==> src/rtl/voice_sched.sv <==
// Time-multiplexed voice scheduler: allocates note-on requests to voices,
// releases them on note-off / all_off, and scans one voice slot per cycle
// producing registered accumulator enable/clear strobes and tuning words.
module voice_sched #(
    parameter int unsigned NUM_CHANNELS = 16,
    parameter int unsigned NUM_BITS     = 32,
    parameter int unsigned NOTE_BITS    = 7
) (
    input  logic                    clk,
    input  logic                    rst,
    input  logic                    on_valid,
    output logic                    on_ready,
    input  logic [NOTE_BITS-1:0]    on_note,
    input  logic [NUM_BITS-1:0]     on_tw,
    input  logic                    off_valid,
    input  logic [NOTE_BITS-1:0]    off_note,
    input  logic                    all_off,
    output logic [NUM_CHANNELS-1:0] acc_en,
    output logic [NUM_CHANNELS-1:0] acc_clr,
    output logic [NUM_CHANNELS-1:0] curr_note,
    output logic [NUM_BITS-1:0]     tuning_word,
    output logic                    frame_start,
    output logic [NUM_CHANNELS-1:0] busy
);

    localparam int unsigned CW = (NUM_CHANNELS > 1) ? $clog2(NUM_CHANNELS) : 1;

    // Per-voice state
    logic [NUM_CHANNELS-1:0] busy_q, busy_d;
    logic [NUM_CHANNELS-1:0] pend_q, pend_d;
    logic [NOTE_BITS-1:0]    note_q [NUM_CHANNELS];
    logic [NOTE_BITS-1:0]    note_d [NUM_CHANNELS];
    logic [NUM_BITS-1:0]     tw_q   [NUM_CHANNELS];
    logic [NUM_BITS-1:0]     tw_d   [NUM_CHANNELS];

    // Scan counter (next slot to present) and registered outputs
    logic [CW-1:0]           cnt_q, cnt_d;
    logic [NUM_CHANNELS-1:0] curr_q, curr_d;
    logic [NUM_CHANNELS-1:0] en_q, en_d;
    logic [NUM_CHANNELS-1:0] clr_q, clr_d;
    logic [NUM_BITS-1:0]     twout_q, twout_d;
    logic                    fs_q, fs_d;

    // Request decode
    logic [NUM_CHANNELS-1:0] off_hit;
    logic [NUM_CHANNELS-1:0] on_hit;
    logic [NUM_CHANNELS-1:0] surv_hit;
    logic [NUM_CHANNELS-1:0] tgt_oh;
    logic [NUM_CHANNELS-1:0] slot_oh;
    logic [CW-1:0]           rt_idx, fr_idx, tgt_idx;
    logic                    rt_found, fr_found;
    logic                    accept, tgt_valid, new_alloc;

    // Match decode, readiness and target voice selection (off is applied before on)
    always_comb begin
        off_hit  = '0;
        on_hit   = '0;
        rt_idx   = '0;
        fr_idx   = '0;
        rt_found = 1'b0;
        fr_found = 1'b0;
        for (int unsigned i = 0; i < NUM_CHANNELS; i++) begin
            off_hit[i] = off_valid && busy_q[i] && (note_q[i] == off_note);
            on_hit[i]  = busy_q[i] && (note_q[i] == on_note);
        end
        surv_hit = on_hit & ~off_hit;
        for (int unsigned i = 0; i < NUM_CHANNELS; i++) begin
            if (!rt_found && surv_hit[i]) begin
                rt_idx   = CW'(i);
                rt_found = 1'b1;
            end
            // Only voices free before this edge are candidates; freshly
            // released voices are not reused in the same cycle.
            if (!fr_found && !busy_q[i]) begin
                fr_idx   = CW'(i);
                fr_found = 1'b1;
            end
        end
        on_ready  = !all_off && ((~&busy_q) || (|on_hit));
        accept    = on_valid && on_ready;
        tgt_valid = accept && (rt_found || fr_found);
        new_alloc = !rt_found;
        tgt_idx   = rt_found ? rt_idx : fr_idx;
        tgt_oh    = '0;
        if (tgt_valid) begin
            tgt_oh[tgt_idx] = 1'b1;
        end
        slot_oh         = '0;
        slot_oh[cnt_q]  = 1'b1;
    end

    // Next-state for voice table and registered scan outputs
    always_comb begin
        busy_d  = all_off ? '0 : (busy_q & ~off_hit);
        pend_d  = all_off ? '0 : (pend_q & ~off_hit);
        note_d  = note_q;
        tw_d    = tw_q;
        en_d    = '0;
        clr_d   = '0;
        cnt_d   = cnt_q + CW'(1);
        curr_d  = slot_oh;
        fs_d    = (cnt_q == '0);

        // A voice accepted on its own slot edge defers its clear to the next visit
        if (!(|(tgt_oh & slot_oh))) begin
            if (pend_d[cnt_q]) begin
                clr_d          = slot_oh;
                pend_d[cnt_q]  = 1'b0;
            end else if (busy_d[cnt_q]) begin
                en_d = slot_oh;
            end
        end

        if (tgt_valid) begin
            busy_d[tgt_idx] = 1'b1;
            pend_d[tgt_idx] = 1'b1;
            tw_d[tgt_idx]   = on_tw;
            if (new_alloc) begin
                note_d[tgt_idx] = on_note;
            end
        end

        twout_d = busy_d[cnt_q] ? tw_d[cnt_q] : '0;
    end

    // State and output registers, cleared asynchronously
    always_ff @(posedge clk or negedge rst) begin
        if (!rst) begin
            busy_q  <= '0;
            pend_q  <= '0;
            cnt_q   <= '0;
            curr_q  <= '0;
            en_q    <= '0;
            clr_q   <= '0;
            twout_q <= '0;
            fs_q    <= 1'b0;
            for (int unsigned i = 0; i < NUM_CHANNELS; i++) begin
                note_q[i] <= '0;
                tw_q[i]   <= '0;
            end
        end else begin
            busy_q  <= busy_d;
            pend_q  <= pend_d;
            cnt_q   <= cnt_d;
            curr_q  <= curr_d;
            en_q    <= en_d;
            clr_q   <= clr_d;
            twout_q <= twout_d;
            fs_q    <= fs_d;
            for (int unsigned i = 0; i < NUM_CHANNELS; i++) begin
                note_q[i] <= note_d[i];
                tw_q[i]   <= tw_d[i];
            end
        end
    end

    assign acc_en      = en_q;
    assign acc_clr     = clr_q;
    assign curr_note   = curr_q;
    assign tuning_word = twout_q;
    assign frame_start = fs_q;
    assign busy        = busy_q;

endmodule

==> config.mk <==
export PLATFORM = sky130hd
export DESIGN_NAME = voice_sched
export DESIGN_NICKNAME = d
export VERILOG_FILES = /design/src/rtl/voice_sched.sv
export SDC_FILE = /design/constraint.sdc
export NUM_CORES = 2
export LEC_CHECK = 0
export ABC_AREA = 1
export ABC_CLOCK_PERIOD_IN_PS = 3360
export BUFFER_PORTS_ARGS = -buffer_cell sky130_fd_sc_hd__buf_2
export CAP_MARGIN = 15
export CELL_PAD_IN_SITES_DETAIL_PLACEMENT = 1
export CELL_PAD_IN_SITES_GLOBAL_PLACEMENT = 1
export CORE_UTILIZATION = 30
export DETAILED_ROUTE_END_ITERATION = 12
export HOLD_SLACK_MARGIN = 0.06
export PLACE_DENSITY_LB_ADDON = 0.1
export RECOVER_POWER = 50
export REMOVE_ABC_BUFFERS = 1
export SYNTH_ARGS = -nofsm -noshare
export SYNTH_HDL_FRONTEND = slang
export SYNTH_SLANG_ARGS = --single-unit
export TNS_END_PERCENT = 20
==> constraint.sdc <==
create_clock -name clk -period 3.36 [get_ports clk]
set_clock_uncertainty 0.05 [all_clocks]
set_input_delay 0.84 -clock clk [delete_from_list [all_inputs] [get_ports clk]]
set_output_delay 0.84 -clock clk [all_outputs]
set_load 0.005 [all_outputs]
==> results.py <==
metrics = {
    "drt": {
        "post_drt_via_cell_ratio": 5.02,
        "vias": 42800,
        "ant_nets": 0,
        "post_drt_wl_per_cell_um": 23.3,
        "wl_met1_um": 92900,
        "wl_met3_um": 7160,
        "drt_iter0_drc": 2753,
        "routed-wl-met2_um": 92800,
        "top_layer": "met5",
        "wl_um": 199000,
        "drc": 0,
        "firstDrtPassIters": 5,
    },
    "placement": {
        "port_buffers": 148,
        "dp_slack_ns": -1.95,
        "dp_hpwl_um": 126000,
        "finalWeightedCongestion": 0.862,
    },
    "clock_tree": {
        "htree_num_levels": 3,
        "insertion_delay_ns": 0.71,
        "cts_tree": "yes",
        "clkTransAtPathRegs_ns": 0.06,
        "hold_buffers": 0,
        "cts.path.max_buffers": 3,
        "numCtsBuffers": 95,
        "cts_root_buffer": "clkbuf_16",
        "clock-sinks": 740,
    },
    "yosys": {
        "yosys_warnings": 0,
        "yosys.area.top_type": "dfrtp_1",
        "synth_cell_types": 52,
        "synth-seq-area-share_pct": 43.1,
        "synthCells": 5907,
        "synth_seq_cells": 740,
        "synth_top_area_share_pct": 43.1,
        "synthTopCellsByArea": "dfrtp_1 43%, nand3_1 15%, nand2_1 12%",
        "syn_area_um2": 42900,
        "synth.avg_cell_area_um2": 7.27,
    },
    "worst_setup_path": {
        "reg2reg_slack_ns": -0.91,
        "required_ns": 3.94,
        "start_kind": "input port",
        "cpMaxStageDelayCell": "clkbuf_4",
        "cp-end-kind": "flip-flop",
        "slowest_delay_ns": 0.23,
        "cp.arrival_ns": 4.87,
        "crit_fanout": 8,
        "crit_type": "in -> reg",
        "crit_top_cell": "nand2_1",
    },
    "die": {
        "dieArea_um2": 145000,
        "core_um2": 142000,
        "die_height_um": 380,
        "initial_core_util_pct": 30.3,
        "chipWidth_um": 380,
        "ioPinCount": 149,
        "rows": 138,
    },
    "layout": {
        "fin_util_pct": 40.9,
        "nNetsFinal": 6615,
        "syn_to_final_growth_pct": 35.0,
        "drive_above_1_share_pct": 23.5,
        "seq_area_um2": 18500,
        "diodes": 0,
        "multiInputGateArea_um2": 21500,
        "n_fill_cell": 17100,
    },
    "timing": {
        "holdWs_ns": 0.425,
        "timing.final.hold_violations": 0,
        "timing.final.crit_share_pct": 128,
        "setup_ws_ns": -0.925,
        "tns_ns": -294.64,
        "layout_min_cycle_time_ns": 4.28,
        "rsz0062_at_grt": "true",
        "max_freq_mhz": 233,
        "timing.slew.headroom_pct": -29.4,
        "setup_viol": 719,
        "maxSlewViolCount": 59,
        "worst_pin_slew_ns": 1.94,
    },
    "run": {
        "cap_violations": 1,
    },
    "grt": {
        "grt_pass1_vias": 44100,
        "grt_overflow": 0,
        "grt_max_degree": 152,
        "track_usage_pct": 26.6,
        "grt_pass1_wl_um": 293000,
        "antenna_found_initial": 2,
    },
    "power": {
        "p_total_mw": 27.4,
        "max-vdd-ir-drop_uv": 355,
        "power.leakage_nw": 28.8,
        "power_density_nw_per_um2": 472,
    },
    "outcome": {
        "violations": "capacitance limit, slew limit, setup timing",
        "outcome": "finished with violations",
    },
    "hold_path": {
        "holdCritPathClass": "reg -> reg",
    },
}
==> metal layers <==
metal  vias up  global-route usage (%)
met2       855                    43.8
met1     21600                    37.4
met3       263                    2.59
met5         -                       0
li1      20100                       -
met4         4                    6.65
==> power breakdown <==
group	leakage (nW)	internal (mW)	switching, mW
combinational	19.3	2.40	3.49
sequential	7.85	9.95	0.518
clock	1.63	6.60	4.44
==> cells in the final DEF (no fill, tap or decap), types with 23 or more instances in the layout <==
cell       count
nand2_1     1296
xor2_1        25
nand2_2       91
buf_4        510
xnor2_1       32
nand3_4       23
nor2_2        33
o21ai_1       29
nor2_4        37
clkbuf_16    114
nand2_4       34
and2_1       473
nand3_1     1196
nand3_2      105
inv_2         39
a21oi_1       36
clkbuf_1      37
nand4_1       61
inv_1        732
buf_12       135
nor2_1       169
and2_4        24
o21ai_0      144
dfrtp_1      735
nor3_1        23
buf_6         65
buf_2        144
==> cell usage after synthesis, drive strengths merged <==
cell / count
a211oi: 5
a21oi: 41
a221oi: 6
a22o: 1
a31oi: 1
a32o: 1
and2: 497
and3: 3
and3b: 1
buf: 255
clkbuf: 126
clkinv: 2
dfrtp: 740
ha: 4
inv: 785
nand2: 1431
nand3: 1324
nand3b: 1
nand4: 64
nor2: 243
nor3: 59
nor4: 27
o2111ai: 7
o211ai: 6
o21a: 2
o21ai: 175
o221ai: 7
o22ai: 25
o311ai: 1
o41a: 1
or2: 7
xnor2: 32
xor2: 27
==> through the flow <==
stage / std cells / cell area (µm²)
2_1_floorplan: 5526 / 41100
3_3_place_gp: 8206 / 50600
3_5_place_dp: 8206 / 50600
4_1_cts: 8475 / 56100
5_1_grt: 8528 / 58000
6_report: 8528 / 58000
==> area by class of cell <==
cell class              instances  share of cell area [%]
clock buffers                 138                    4.81
clock inverters                37                   0.861
inverters                     787                    5.18
multi-input cells            4000                    37.1
flip-flops and latches        740                    32.0
well taps                    1890                    4.08
repair buffers                936                    16.0
==> registers in the layout (all words and copies together), names as in the netlist <==
name         cells
curr_note       16
busy            16
cnt_q            4
tw_q           512
note_q         112
pend_q          16
acc_clr         16
acc_en          16
tuning_word     32
==> critical path, delay by kind of cell <==
family,cells,cell delay [ns]
buffers and inverters,7,1.25
AO/OA/AOI/OAI,2,0.29
AND/OR/NAND/NOR,20,2.41
==> timing repair <==
| action | in CTS | in global routing |
|---|---|---|
| gates resized for setup | 253 | 374 |
| buffers inserted | 78 | 42 |
| endpoints found under the setup margin | 720 | 721 |
| gates cloned | 16 | 18 |
| pin swaps | 85 | 184 |
==> kinds of logic (layout without fill, tap and decap cells) <==
logic type,Yosys count,after routing,share of synthesized area (%)
xor+xnor,59,59,1.20
compound gates,279,279,3.65
simple gates,3657,3658,40.8
buf+inv,1168,1898,11.1
fa+ha+maj,4,4,0.117
flops,740,740,43.1
==> final timing paths <==
path,start,end,cells past startpoint
hold / removal,tw_q[254],tw_q[254],2
max in group asynchronous,rst,tw_q[406],3
setup / recovery,off_valid,tuning_word[28],29
setup reg to reg,busy[1],tuning_word[28],30
min in group asynchronous,rst,note_q[44],1
hold reg to reg,tw_q[254],tw_q[254],2
Power figures use the tool's default switching activity.
